## config.mk

```make
export PLATFORM = sky130hd
export DESIGN_NAME = md_ctrl_flat
export DESIGN_NICKNAME = d
export VERILOG_FILES = /design/src/rtl/md_if.sv /design/src/rtl/md_ctrl.sv /design/src/flat_wrapper.sv
export SDC_FILE = /design/constraint.sdc
export NUM_CORES = 1
export LEC_CHECK = 0
export ABC_CLOCK_PERIOD_IN_PS = 4000
export BUFFER_PORTS_ARGS = -buffer_cell sky130_fd_sc_hd__buf_4
export CAP_MARGIN = 20
export CORE_MARGIN = 4
export CORE_UTILIZATION = 38
export CTS_CLUSTER_DIAMETER = 40
export DETAILED_ROUTE_END_ITERATION = 12
export GPL_TIMING_DRIVEN = 0
export HOLD_SLACK_MARGIN = 0.1
export PLACE_DENSITY_LB_ADDON = 0.3
export SYNTH_ARGS = -nofsm -noshare
export SYNTH_HDL_FRONTEND = slang
export SYNTH_SLANG_ARGS = --single-unit
```

## constraint.sdc

```tcl
create_clock -name clk -period 4 [get_ports clk]
set_input_delay 0.6 -clock clk [delete_from_list [all_inputs] [get_ports clk]]
set_output_delay 0.6 -clock clk [all_outputs]
set_load 0.1 [all_outputs]
```

## src/rtl/md_if.sv

```systemverilog
// EX-stage to multiply/divide controller connection: issue, flush, stall and
// the HI/LO result pair.
interface md_if #(
    parameter int DATA_W = 32
) ();
    logic              start_i;
    logic [2:0]        op_i;
    logic [DATA_W-1:0] a_i;
    logic [DATA_W-1:0] b_i;
    logic              flush_i;
    logic              stall_o;
    logic              done_o;
    logic [DATA_W-1:0] hi_o;
    logic [DATA_W-1:0] lo_o;

    modport master (
        output start_i, op_i, a_i, b_i, flush_i,
        input  stall_o, done_o, hi_o, lo_o
    );

    modport slave (
        input  start_i, op_i, a_i, b_i, flush_i,
        output stall_o, done_o, hi_o, lo_o
    );
endinterface

```

## src/rtl/md_ctrl.sv

```systemverilog
// Iterative MIPS multiply/divide unit: shift-add multiply, restoring divide,
// sign fix-up on magnitudes, and ownership of the HI/LO register pair.
module md_ctrl #(
    parameter int DATA_W = 32,
    parameter int CNT_W  = 6
) (
    input  logic clk,
    input  logic rst_n,
    md_if.slave  bus
);

    typedef enum logic [1:0] {
        S_IDLE = 2'd0,
        S_RUN  = 2'd1,
        S_FIX  = 2'd2,
        S_WB   = 2'd3
    } state_t;

    state_t              state_q, state_d;
    logic [CNT_W-1:0]    cnt_q, cnt_d;
    logic [2*DATA_W-1:0] prod_q, prod_d;
    logic [DATA_W-1:0]   opnd_q, opnd_d;
    logic                is_div_q, is_div_d;
    logic                signed_q, signed_d;
    logic                sign_a_q, sign_a_d;
    logic                sign_b_q, sign_b_d;
    logic                div0_q, div0_d;
    logic [DATA_W-1:0]   hi_q, hi_d;
    logic [DATA_W-1:0]   lo_q, lo_d;
    logic                done_q, done_d;

    // Issue-side operand conditioning: magnitudes for signed ops, raw bits otherwise.
    logic                signed_op_s;
    logic                neg_a_s;
    logic                neg_b_s;
    logic [DATA_W-1:0]   abs_a_s;
    logic [DATA_W-1:0]   abs_b_s;

    assign signed_op_s = ~bus.op_i[0];
    assign neg_a_s     = signed_op_s & bus.a_i[DATA_W-1];
    assign neg_b_s     = signed_op_s & bus.b_i[DATA_W-1];
    assign abs_a_s     = neg_a_s ? (~bus.a_i + {{(DATA_W-1){1'b0}}, 1'b1}) : bus.a_i;
    assign abs_b_s     = neg_b_s ? (~bus.b_i + {{(DATA_W-1){1'b0}}, 1'b1}) : bus.b_i;

    // Multiply step: add multiplicand into the upper half when the low bit is set, then shift right.
    logic [DATA_W:0]     mul_sum_s;
    logic [2*DATA_W-1:0] mul_next_s;

    assign mul_sum_s  = {1'b0, prod_q[2*DATA_W-1:DATA_W]}
                      + (prod_q[0] ? {1'b0, opnd_q} : {(DATA_W+1){1'b0}});
    assign mul_next_s = {mul_sum_s, prod_q[DATA_W-1:1]};

    // Divide step: prod holds {remainder, dividend/quotient}; quotient bits enter at the bottom.
    logic [DATA_W:0]     rem_sh_s;
    logic [DATA_W:0]     diff_s;
    logic                fits_s;
    logic [2*DATA_W-1:0] div_next_s;

    assign rem_sh_s   = {prod_q[2*DATA_W-1:DATA_W], prod_q[DATA_W-1]};
    assign diff_s     = rem_sh_s - {1'b0, opnd_q};
    assign fits_s     = ~diff_s[DATA_W];
    assign div_next_s = {(fits_s ? diff_s[DATA_W-1:0] : rem_sh_s[DATA_W-1:0]),
                         prod_q[DATA_W-2:0], fits_s};

    function automatic logic [DATA_W-1:0] neg_w(input logic [DATA_W-1:0] v);
        return ~v + {{(DATA_W-1){1'b0}}, 1'b1};
    endfunction

    // Next-state and datapath update for the whole controller.
    always_comb begin
        state_d  = state_q;
        cnt_d    = cnt_q;
        prod_d   = prod_q;
        opnd_d   = opnd_q;
        is_div_d = is_div_q;
        signed_d = signed_q;
        sign_a_d = sign_a_q;
        sign_b_d = sign_b_q;
        div0_d   = div0_q;
        hi_d     = hi_q;
        lo_d     = lo_q;
        done_d   = 1'b0;

        case (state_q)
            S_IDLE: begin
                if (bus.flush_i || !bus.start_i) begin
                    state_d = S_IDLE;
                end else begin
                    case (bus.op_i)
                        3'b000, 3'b001, 3'b010, 3'b011: begin
                            is_div_d = bus.op_i[1];
                            signed_d = signed_op_s;
                            sign_a_d = neg_a_s;
                            sign_b_d = neg_b_s;
                            div0_d   = bus.op_i[1] & (bus.b_i == {DATA_W{1'b0}});
                            cnt_d    = {CNT_W{1'b0}};
                            state_d  = S_RUN;
                            if (bus.op_i[1]) begin
                                prod_d = {{DATA_W{1'b0}}, abs_a_s};
                                opnd_d = abs_b_s;
                            end else begin
                                prod_d = {{DATA_W{1'b0}}, abs_b_s};
                                opnd_d = abs_a_s;
                            end
                        end
                        3'b100:  hi_d = bus.a_i;
                        3'b101:  lo_d = bus.a_i;
                        default: state_d = S_IDLE;
                    endcase
                end
            end
            S_RUN: begin
                if (bus.flush_i) begin
                    state_d = S_IDLE;
                end else begin
                    prod_d = is_div_q ? div_next_s : mul_next_s;
                    cnt_d  = cnt_q + {{(CNT_W-1){1'b0}}, 1'b1};
                    if (cnt_q == CNT_W'(DATA_W - 1)) begin
                        state_d = S_FIX;
                    end else begin
                        state_d = S_RUN;
                    end
                end
            end
            S_FIX: begin
                if (bus.flush_i) begin
                    state_d = S_IDLE;
                end else begin
                    state_d = S_WB;
                    if (is_div_q) begin
                        // A zero divisor leaves the dividend as remainder; the quotient is forced to all ones.
                        if (div0_q) begin
                            prod_d[DATA_W-1:0] = {DATA_W{1'b1}};
                        end else if (signed_q && (sign_a_q ^ sign_b_q)) begin
                            prod_d[DATA_W-1:0] = neg_w(prod_q[DATA_W-1:0]);
                        end else begin
                            prod_d[DATA_W-1:0] = prod_q[DATA_W-1:0];
                        end
                        if (signed_q && sign_a_q) begin
                            prod_d[2*DATA_W-1:DATA_W] = neg_w(prod_q[2*DATA_W-1:DATA_W]);
                        end else begin
                            prod_d[2*DATA_W-1:DATA_W] = prod_q[2*DATA_W-1:DATA_W];
                        end
                    end else if (signed_q && (sign_a_q ^ sign_b_q)) begin
                        prod_d = ~prod_q + {{(2*DATA_W-1){1'b0}}, 1'b1};
                    end else begin
                        prod_d = prod_q;
                    end
                end
            end
            S_WB: begin
                state_d = S_IDLE;
                if (bus.flush_i) begin
                    done_d = 1'b0;
                end else begin
                    hi_d   = prod_q[2*DATA_W-1:DATA_W];
                    lo_d   = prod_q[DATA_W-1:0];
                    done_d = 1'b1;
                end
            end
            default: state_d = S_IDLE;
        endcase
    end

    // State, datapath and result registers.
    always_ff @(posedge clk or negedge rst_n) begin
        if (!rst_n) begin
            state_q  <= S_IDLE;
            cnt_q    <= {CNT_W{1'b0}};
            prod_q   <= {(2*DATA_W){1'b0}};
            opnd_q   <= {DATA_W{1'b0}};
            is_div_q <= 1'b0;
            signed_q <= 1'b0;
            sign_a_q <= 1'b0;
            sign_b_q <= 1'b0;
            div0_q   <= 1'b0;
            hi_q     <= {DATA_W{1'b0}};
            lo_q     <= {DATA_W{1'b0}};
            done_q   <= 1'b0;
        end else begin
            state_q  <= state_d;
            cnt_q    <= cnt_d;
            prod_q   <= prod_d;
            opnd_q   <= opnd_d;
            is_div_q <= is_div_d;
            signed_q <= signed_d;
            sign_a_q <= sign_a_d;
            sign_b_q <= sign_b_d;
            div0_q   <= div0_d;
            hi_q     <= hi_d;
            lo_q     <= lo_d;
            done_q   <= done_d;
        end
    end

    // The hazard unit needs the stall in the issue cycle itself, so it is not registered.
    assign bus.stall_o = (state_q != S_IDLE) | (bus.start_i & ~bus.op_i[2]);
    assign bus.done_o  = done_q;
    assign bus.hi_o    = hi_q;
    assign bus.lo_o    = lo_q;

endmodule
```

## src/flat_wrapper.sv

```systemverilog
// flat-port wrapper written by rule: the top's interface ports become plain ports
module md_ctrl_flat 
#(
    parameter int DATA_W = 32,
    parameter int CNT_W  = 6
)
  (clk, rst_n, bus_start_i, bus_op_i, bus_a_i, bus_b_i, bus_flush_i, bus_stall_o, bus_done_o, bus_hi_o, bus_lo_o);
  md_if #(.DATA_W(DATA_W)) bus_i ();
  input  logic clk;
  input  logic rst_n;
  input wire logic [$bits(bus_i.start_i)-1:0] bus_start_i;
  input wire logic [$bits(bus_i.op_i)-1:0] bus_op_i;
  input wire logic [$bits(bus_i.a_i)-1:0] bus_a_i;
  input wire logic [$bits(bus_i.b_i)-1:0] bus_b_i;
  input wire logic [$bits(bus_i.flush_i)-1:0] bus_flush_i;
  output wire logic [$bits(bus_i.stall_o)-1:0] bus_stall_o;
  output wire logic [$bits(bus_i.done_o)-1:0] bus_done_o;
  output wire logic [$bits(bus_i.hi_o)-1:0] bus_hi_o;
  output wire logic [$bits(bus_i.lo_o)-1:0] bus_lo_o;
  assign bus_i.start_i = bus_start_i;
  assign bus_i.op_i = bus_op_i;
  assign bus_i.a_i = bus_a_i;
  assign bus_i.b_i = bus_b_i;
  assign bus_i.flush_i = bus_flush_i;
  assign bus_stall_o = bus_i.stall_o;
  assign bus_done_o = bus_i.done_o;
  assign bus_hi_o = bus_i.hi_o;
  assign bus_lo_o = bus_i.lo_o;
  md_ctrl #(.DATA_W(DATA_W), .CNT_W(CNT_W)) u_core (.clk(clk), .rst_n(rst_n), .bus(bus_i));
endmodule
```

[Word-level counts from Yosys, hierarchy flattened]
Cells that the tools add are included.
Word-level totals
  logic and storage cells: 112
  output and inout port bits: 66
  bits of input ports: 71
  bits in registers: 174
Operators by class
  reduce and logical (&&, ||, !) cells: 19
  equality and inequality tests: 20
  muxes and demuxes: 37
  $add $sub $neg: 8
  bitwise logic cells: 15
Operators with widths (count)
  $mux 32: 15
  $mux 64: 7
  $pmux 64 s3: 1
  $add 32x1->32 const B: 4
  $not 32->32: 4
  $pmux 32 s2: 2
  $add 64x1->64 const B: 1
  $not 64->64: 1
  $add 32x33->33: 1
  $sub 33x32->33: 1
  $logic_not 32->1: 1
  $mux 6: 3
  $ne 2x2->1 const B: 7
  $reduce_and 7->1: 2
  $pmux 6 s2: 1
  $reduce_and 4->1: 3
  $mux 2: 4
  $pmux 2 s4: 1
  $add 6x1->6 const B: 1
  $eq 3x2->1 const B: 2
  $eq 3x3->1 const B: 2
  $eq 6x5->1 const B: 1
  $ne 3x1->1 const B: 2
  $reduce_bool 2->1: 3
  20 further kinds: 29

[Depth between registers and ports, before layout]
Gate-level depths: netlist of run 1.
  word-level depth: 7
  depth in mapped cells: 16
  depth with buffers taken out: 14

[Worst setup path before layout of run 1]
No wires, ideal clock.
  path type: reg-to-reg
  start: register u_core.prod_q[0]
  end: register u_core.prod_q[62]
  period minus slack after synthesis: 3.525 ns
  cell stages (with the launch flop): 16
  slack: 0.475 ns
  arrival time: 3.439 ns
  library setup time: 0.087 ns
  data required time: 3.913 ns
  buffers on the path: 2
  cells stage by stage: dfrtp_1 -> clkbuf_1 -> inv_1 -> clkbuf_1 -> nor2_1 -> ha_1 -> o21ai_0 -> o21bai_1 -> o41a_1 -> a2111oi_2 -> o31ai_1 -> a21oi_1 -> o221ai_1 -> a31oi_1 -> mux2_2 -> o211ai_1
On the way
  longest elaborated chain between the ends: 6
  elaborated cells on any way between the ends: 10
  classes of those cells: add/sub (2); mux (7); bitwise (1)
Ends and longest elaborated chain
  start, declared: line md_ctrl.sv:21  | logic [2*DATA_W-1:0] prod_q, prod_d;
  start signal, assigned: line md_ctrl.sv:170  | prod_q <= {(2*DATA_W){1'b0}};
  start signal, assigned: line md_ctrl.sv:183  | prod_q <= prod_d;
  $not 64->64: line md_ctrl.sv:145  | prod_d = ~prod_q + {{(2*DATA_W-1){1'b0}}, 1'b1};
  $add 64x1->64: line md_ctrl.sv:145
  $mux 64: line md_ctrl.sv:144  | end else if (signed_q && (sign_a_q ^ sign_b_q)) begin
  $mux 64: line md_ctrl.sv:130  | if (is_div_q) begin
  $mux 64: line md_ctrl.sv:126  | if (bus.flush_i) begin
  $pmux 64 s3 (*): line md_ctrl.sv:84  | case (state_q)
Mark *: on every way between the ends. The rest lies on a longest branch, timed or not. The select of a mux whose other input is x is not followed.
A chain may end at the register's enable or synchronous reset.

[Final worst setup path of run 1]
  start: register u_core.prod_q[31]
  end: register u_core.prod_q[59]
Same word-level chain as after synthesis.

==> flow_summary.ini, run 1 <==
[sta]
final_max_slew_viol_count = 0
tns_ns = 0
timing.final.crit_share_pct = 96.69
slew-limit-headroom_pct = 23.36
fin_skew_ns = 0.02788
tightest_slew_ns = 1.144
finalHoldViolations = 0
fmax_mhz = 258.6
fin_crit_ns = 3.867
rsz0062_at_grt = no
holdWs_ns = 0.1398
setup_violations = 0

[grt]
grt_pass1_vias = 15947
antenna_found_initial = 0
grt_usage_pct = 28.97
grt_start_max_net_pins = 91
grt_overflow = 0
grt_pass1_wl_mm = 98.17

[floorplan]
dieArea_sq_um = 44020
rows = 73
core_area_sq_um = 40010
io_pins = 137
die_x_um = 209.8
die_h_um = 209.8
initial_utilization_pct = 38.68

[logic_synthesis]
synth_nets = 2190
yosys.area.top_type = dfrtp_1
synthArstFlopShare_pct = 100.0
synth-edff-count = 0
syn_area_per_cell_sq_um = 7.575
synth_warnings = 0
synth_top_area_share_pct = 28.13
yosysUniqueCellTypes = 90
netlist_instances = 2043
ys_seq_elements = 174
synth_top_flop_cell = dfrtp_1
synth-seq-area-share_pct = 28.13
synth_area_leaders = dfrtp_1 28%, a21oi_1 8.8%, o21ai_0 6.4%, nor2_1 6.3%, ha_1 6.0%
synthesis.area_sq_um = 15480

[final_layout]
final_cells = 2746
final_cell_mix = 269 x a21oi_1, 260 x nor2_1, 198 x o21ai_0, 181 x nand2_1, 166 x dfrtp_1
multi_input_area_sq_um = 10460
antenna_cells = 0
regArea_sq_um = 4364
design_area_sq_um = 18000
final_net_count = 2355
area_growth_pct = 16.29
drive_gt1_share_pct = 13.10
final_common_cell = a21oi_1
fillCellCount = 4199

[hold_path]
min_path_type = input pin to asynchronous set/reset pin

[worst_setup_path]
worstPathArrival_ns = 4.20
rrSetupSlack_ns = 0.13
crit_start = u_core.prod_q[31]
end_kind = flop
startpoint_type = flop
crit_type = flop to flop
required_ns = 4.33
r2r-start = u_core.prod_q[31]
worstPathMaxFanout = 10

[route]
drt-total-wl_mm = 65.80
drt_iter0_drc = 1888
viasPerCell = 6.045
routed-via-count = 16599
dr.pass1.iters = 6
drc = 0
routedWlPerCell_um = 23.96
ant_nets = 0

[clock_tree]
worstSkewPairLatency_ns = 0.47
clkTransAtPathRegs_ns = 0.07
cts_buffers = 17
cts_tree = yes
clock_sinks = 174
cts_root_buf = clkbuf_16
cts.htree.levels = 4
cts_max_path_buffers = 2

[pwr]
power_frac_seq_pct = 30.7
power_frac_comb_pct = 47.3
vdd_ir_drop_max_uv = 351.1
power_density_nw_per_um2 = 429.7
p_sw_mw = 3.756
power.share.switching_pct = 48.58
p_int_mw = 3.977
power_frac_clock_pct = 22.0
finalPower_mw = 7.733
p_leak_nw = 7.635

[placed_design]
dpl.hpwl_mm = 51.89
numPlacedInstances = 2704
gpl.final_weighted_congestion = 0.9654
placed_cell_area_sq_um = 17180
port_buffers = 135

[job]
maxCapViolCount = 0

[status]
status = complete, no violations
## path summary, 6_finish.rpt
path / to / cells after the start
min in group clk: u_core.div0_q / 3
worst min register to register: u_core.opnd_q[9] / 2
worst max-delay path: u_core.prod_q[59] / 16
worst min-delay path: u_core.bus.lo_o[14] / 1
max in group asynchronous: u_core.opnd_q[14] / 2
worst max register to register: u_core.prod_q[59] / 16
## Yosys cell counts, types with 21 or more instances
master	count
nand2b_1	21
a21oi_1	272
o21ai_0	198
a21o_1	36
mux2_2	33
inv_1	65
o21ai_1	24
nand2_1	181
nand3_1	36
clkbuf_1	100
dfrtp_1	174
xnor2_1	83
xor2_1	58
ha_1	74
nor3_1	49
o31ai_1	26
nor2_1	260
nor2b_1	50
## metal layers
| layer | up-vias | wire (um) | GRT usage (%) |
|---|---|---|---|
| li1 | 7607 | - | - |
| met1 | 7963 | 27470 | 38.96 |
| met2 | 881 | 29390 | 45.58 |
| met3 | 148 | 5948 | 6.248 |
| met4 | 0 | 2992 | 11.45 |
| met5 | - | 0 | 0 |
## critical path: stages (launching register included)
cell and delay, ns:
dfrtp_2 0.37, inv_1 0.07, ha_1 0.21, fa_1 0.41, nand2b_1 0.20, a21o_1 0.25
a211oi_4 0.32, o311ai_2 0.17, a211oi_2 0.20, buf_4 0.18, a41oi_4 0.17, xnor2_4 0.21
buf_12 0.16, buf_6 0.18, nor2_1 0.12, a221oi_2 0.36, o211ai_1 0.13
## through the flow
step | setup WS, ns | utilization [%]
after global routing | 0.007841 | 44.99
after detailed placement | -0.8388 | 42.95
final | 0.1325 | 44.99
after global placement | -0.8382 | 42.86
after floorplan | 0.4749 | -
after CTS | 0.02364 | 44.71
## registers in the layout (all words and copies together), names as in the netlist, 2 cells and up
register	count
u_core.bus.hi_o	32
u_core.bus.lo_o	32
u_core.cnt_q	6
u_core.opnd_q	32
u_core.prod_q	64
u_core.state_q	2
## kinds of logic after synthesis
group | Yosys count | synth area share [%]
AO/OA/AOI/OAI | 696 | 26.70
XOR/XNOR | 142 | 8.085
adder cells (fa/ha/maj) | 76 | 6.241
buffers and inverters | 191 | 5.053
flip-flops | 174 | 28.13
multiplexers | 56 | 3.913
AND/OR/NAND/NOR | 708 | 21.87
## layout make-up
class | instances | share of cell area (%)
Buffer | 124 | 3.115
Clock buffer | 22 | 2.524
Clock inverter | 10 | 0.5770
Inverter | 66 | 1.390
Multi-Input combinational cell | 1678 | 58.14
Sequential cell | 174 | 24.25
Tap cell | 525 | 3.650
Timing Repair Buffer | 147 | 6.354
## power by group through the flow
stage	sequential [mW]	combinational [mW]	clock (mW)
floorplan	3.38	1.51	0
global placement	2.38	3.55	0
detailed placement	2.39	3.58	0
CTS	2.37	3.60	1.70
global route	2.41	3.87	1.78
finish	2.37	3.66	1.70
## repair_timing
action	4_1_cts	5_1_grt
endpoints found under the setup margin	33	29
setup buffers	7	4
pin swaps	4	8
resized for setup	23	20
hold buffers	0	0
(Power assumes the default switching activity.)
==> inputs of run 2 (changes only) <==
CORE_UTILIZATION = 40   (was 38)
==> run 2 against run 1 <==
Effect of this change:
- the flow now finishes with violations (negative setup slack)
- sequential power about the same
- clock power increased by 5%
- cell count fell by 0.44%
- critical path depth decreased by 2
- non-clock buffer count is 2 higher
- combinational power is essentially flat
- routed wire length shrank 0.14%
- fmax decreased by 3.4%
- global-route usage rose by 1.8 points
- flip-flop and latch count stayed put
- cell area barely moved
==> flow_summary.ini, run 2 (synthesized netlist as in run 1, its figures left out) <==
[worst_setup_path]
cp_num_buf_inv = 2
crit_chain = inv_4 > clkbuf_4 > nor2_1 > ha_1 > o21ai_0 > o21bai_1 > o41a_1 > a2111oi_4 > nor2_1 > o21ai_2 > o311ai_0 > a21oi_1 > mux2i_1 > o221ai_1
critPathMostFrequentCell = nor2_1
end_kind = flop
startpoint_type = flop
r2r_end = u_core.prod_q[60]
rrSetupSlack_ns = -0.003
crit_type = flop to flop
required_ns = 4.31
cp_num_cells = 14
max_stage_delay_ns = 0.55
cp_slowest_cell = o41a_1
worstPathArrival_ns = 4.31
r2r-start = u_core.prod_q[0]
crit_family = compound AO/OA/AOI/OAI gates
worstPathMaxFanout = 10
reg2regPathDepth = 14

[final_layout]
regArea_sq_um = 4363
top_register = u_core.prod_q
antenna_cells = 0
largest_reg_flops = 64
final_net_count = 2357
drive_gt1_share_pct = 13.18
fillCellCount = 3883
final_cell_mix = 269 x a21oi_1, 260 x nor2_1, 198 x o21ai_0, 181 x nand2_1, 167 x dfrtp_1
final_common_cell = a21oi_1
area_growth_pct = 16.31
multi_input_area_sq_um = 10450

[route]
dr.pass1.iters = 6
drt-total-wl_mm = 65.70
viasPerCell = 6.059
routed-via-count = 16565
drc = 0
drt_iter0_drc = 1792
ant_nets = 0
routedWlPerCell_um = 24.03

[clock_tree]
cts.hold.buffers_added = 0
cts.htree.levels = 4
clkTransAtPathRegs_ns = 0.09
cts_root_buf = clkbuf_16
clock_sinks = 174
cts_buffers = 17
worstSkewPairLatency_ns = 0.46
cts_tree = yes
cts_max_path_buffers = 2

[placed_design]
pre_cts_ws_ns = -0.8710
port_buffers = 135
dpl.hpwl_mm = 52.09
gpl.final_weighted_congestion = 1.034

[grt]
grt_pass1_vias = 15969
antenna_found_initial = 0
grt_overflow = 0
grt_start_max_net_pins = 95
grt_usage_pct = 30.75
grt_pass1_wl_mm = 98.14

[sta]
fmax_mhz = 249.8
finalWorstSetupSlack_ns = -0.002826
slew-limit-headroom_pct = 32.50
tightest_slew_ns = 1.008
finalHoldViolations = 0
setup_violations = 1
timing.final.crit_share_pct = 100.1
final_max_slew_viol_count = 0
fin_skew_ns = 0.02437
fin_crit_ns = 4.003

[hold_path]
min_path_type = input pin to asynchronous set/reset pin

[floorplan]
rows = 71
die_h_um = 204.7
die_x_um = 204.7
initial_utilization_pct = 40.80
io_pins = 137
core_area_sq_um = 37930
dieArea_sq_um = 41900

[status]
status = finished with violations
violations = negative setup slack

[job]
maxCapViolCount = 0

[pwr]
vdd_ir_drop_max_uv = 314.5
p_leak_nw = 7.678
finalPower_mw = 7.784
power_density_nw_per_um2 = 432.4
run 2: cell type report:
class / instances / area share [%]
Multi-Input combinational cell: 1678 / 58.05
Clock buffer: 19 / 2.461
Tap cell: 511 / 3.552
Sequential cell: 174 / 24.24
Inverter: 66 / 1.390
Timing Repair Buffer: 149 / 6.367
Clock inverter: 13 / 0.8688
Buffer: 124 / 3.072
run 2: per-layer routing:
metal	track usage, %	up-vias	part of all wire [%]
met5	0	-	0
met2	48.46	820	45
li1	-	7620	-
met1	40.98	7966	42
met3	5.683	159	7.9
met4	14.43	0	5.0
run 2: power breakdown:
group | internal [mW] | total, mW | switching, mW | leakage [nW]
Sequential | 2.07 | 2.35 | 0.287 | 2.15
Combinational | 1.02 | 3.65 | 2.62 | 5.24
Clock | 0.954 | 1.78 | 0.829 | 0.292
Total | 4.05 | 7.78 | 3.74 | 7.68
run 2: how the worst max path moves through the flow:
| stage | slack, ns | endpoint | startpoint |
|---|---|---|---|
| floorplan | 0.47 | u_core.prod_q[62] | u_core.prod_q[0] |
| global placement | -0.92 | u_core.prod_q[63] | u_core.prod_q[0] |
| detailed placement | -0.87 | u_core.prod_q[63] | u_core.prod_q[0] |
| CTS | 0.02 | u_core.prod_q[62] | u_core.prod_q[36] |
| global route | -0.007 | u_core.prod_q[60] | u_core.prod_q[0] |
| finish | -0.003 | u_core.prod_q[60] | u_core.prod_q[0] |
run 2: through the flow:
stage	setup TNS, ns	utilization (%)	instances	hold slack [ns]	cell area, sq um
final	-0.002826	47.46	2734	0.1239	18000
after global routing	-0.006698	47.46	2734	0.1738	18000
after CTS	0	47.17	2728	0.1529	17890
after detailed placement	-19.53	45.25	2690	0.4723	17160
after global placement	-20.48	45.16	2689	0.4648	17130
after floorplan	0	-	2043	0.3044	15480
run 2: what timing repair did:
item                       CTS  global route
buffers inserted             7             5
setup endpoints to repair   33            16
resized for setup           21            16
cloned                       0             0
pin swaps                    4             7
run 2: worst register-to-register path: cells and delay by family (launching register included):
| kind | cells | cell delay, ns |
|---|---|---|
| compound gates | 8 | 2.18 |
| fa+ha+maj | 1 | 0.32 |
| buf+inv | 2 | 0.36 |
| flops | 1 | 0.47 |
| mux | 1 | 0.28 |
| simple gates | 2 | 0.23 |
==> inputs of run 3 (changes only) <==
PLACE_DENSITY = 0.65   (was unset)
PLACE_DENSITY_LB_ADDON = unset   (was 0.3)
SKIP_CTS_REPAIR_TIMING = 1   (was unset)
==> run 3 against run 2 <==
Effect of this change:
- the flow now finishes without violations
- combinational power barely moved
- sequential power barely moved
- die area did not move
- sequential share of layout area barely moved
- critical path depth rose by 1
- fmax rose by 2.2%
- clock skew fell by 0.0071 ns
- largest cell class unchanged
- global-route usage fell by 0.12 points
- non-clock buffer count rose by 1
==> flow_summary.ini, run 3 (synthesized netlist as in run 1, its figures left out) <==
[sta]
tightest_slew_ns = 1.167
final_max_slew_viol_count = 0
timing.final.crit_share_pct = 97.89
setup_violations = 0
fin_crit_ns = 3.916
finalHoldViolations = 0
finalWorstSetupSlack_ns = 0.08446
tns_ns = 0
fin_skew_ns = 0.01724
fmax_mhz = 255.4
slew-limit-headroom_pct = 22.22
rsz0062_at_grt = yes

[hold_path]
min_path_type = input pin to asynchronous set/reset pin

[final_layout]
design_area_sq_um = 17980
antenna_cells = 0
final_net_count = 2358
final_cell_mix = 269 x a21oi_1, 260 x nor2_1, 198 x o21ai_0, 181 x nand2_1, 170 x dfrtp_1
final_cells = 2735
utilization_pct = 47.40
drive_gt1_share_pct = 13.08
area_growth_pct = 16.17
largest_reg_flops = 64
final_common_cell = a21oi_1
top_register = u_core.prod_q

[route]
drc = 0
dr.pass1.iters = 6
ant_nets = 0
routed-via-count = 16658
drt_iter0_drc = 1802
drt-total-wl_mm = 65.93
routedWlPerCell_um = 24.11
viasPerCell = 6.091

[pwr]
p_leak_nw = 7.669
vdd_ir_drop_max_uv = 345.1
power_density_nw_per_um2 = 430.0

[worst_setup_path]
crit_type = flop to flop
worstPathArrival_ns = 4.26
end_kind = flop
required_ns = 4.34
startpoint_type = flop
worstPathMaxFanout = 10

[floorplan]
initial_utilization_pct = 40.80
core_area_sq_um = 37930
io_pins = 137
die_x_um = 204.7
die_h_um = 204.7
dieArea_sq_um = 41900
rows = 71

[grt]
grt_usage_pct = 30.63
grt_overflow = 0
grt_pass1_wl_mm = 97.64
grt_pass1_vias = 15918
antenna_found_initial = 0
grt_start_max_net_pins = 108

[clock_tree]
clock_sinks = 174
cts_buffers = 17
worstSkewPairLatency_ns = 0.46
cts_max_path_buffers = 2
cts_root_buf = clkbuf_16
cts_tree = yes
cts.htree.levels = 4
clkTransAtPathRegs_ns = 0.08

[placed_design]
port_buffers = 135
gpl.final_weighted_congestion = 0.9761
dpl.hpwl_mm = 52.24
numPlacedInstances = 2690
placed_cell_area_sq_um = 17160
pre_cts_ws_ns = -0.7609

[job]
maxCapViolCount = 0

[status]
status = complete, no violations
==> run 3: cell types whose count changed in the layout (fill, tap and decap cells not counted), sizes merged <==
cell,delta
buf,+2
clkbuf,-1
inv,-1
clkinv,+2
bufinv,-1
==> run 3: area by class of cell <==
type | count | area [sq um]
multi-input cells | 1678 | 10450
flip-flops and latches | 174 | 4359
clock inverters | 13 | 130.1
inverters | 66 | 251.5
well taps | 511 | 639.4
fillers | 3895 | 19950
clock buffers | 19 | 442.9
plain buffers | 123 | 541.8
repair buffers | 151 | 1165
==> run 3: stage by stage <==
stage	hold slack, ns	power (mW)
after floorplan	0.3044	4.888
final	0.09058	7.731
after CTS	0.1097	7.645
after global routing	0.1331	8.053
after detailed placement	0.4727	5.950
after global placement	0.4653	5.920
==> run 3: worst paths after layout <==
path	slack [ns]	end	startpoint	cells after the start
max in group asynchronous	2.84	u_core.opnd_q[24]	rst_n	2
min reg2reg	0.48	u_core.bus.hi_o[15]	u_core.bus.hi_o[15]	2
max	0.08	u_core.prod_q[50]	u_core.prod_q[31]	15
max reg2reg	0.08	u_core.prod_q[50]	u_core.prod_q[31]	15
min in group clk	0.48	u_core.bus.hi_o[15]	u_core.bus.hi_o[15]	2
min	0.09	u_core.bus.lo_o[10]	rst_n	1
==> run 3: layer usage <==
metal | vias up | share of wire [%] | track usage (%)
met5 | - | 0 | 0
met3 | 148 | 8.2 | 6.126
li1 | 7624 | - | -
met4 | 0 | 4.7 | 12.56
met1 | 8012 | 42 | 41.07
met2 | 874 | 45 | 48.52
==> run 3: worst max-delay path, cell delays in order (launching register included) <==
cell,delay [ns]
dfrtp_2,0.40
inv_1,0.10
ha_1,0.23
fa_2,0.36
nand2b_1,0.19
a21o_1,0.26
a211oi_4,0.36
o311ai_4,0.14
a211oi_2,0.19
buf_4,0.18
a41oi_4,0.16
xnor2_4,0.28
buf_4,0.30
mux2i_1,0.28
o22ai_1,0.11
a211o_1,0.25
==> run 3: power by group <==
group	switching, mW	total [mW]	internal (mW)
logic	2.63	3.66	1.03
registers	0.292	2.36	2.07
clock network	0.826	1.71	0.889
total	3.75	7.73	3.99
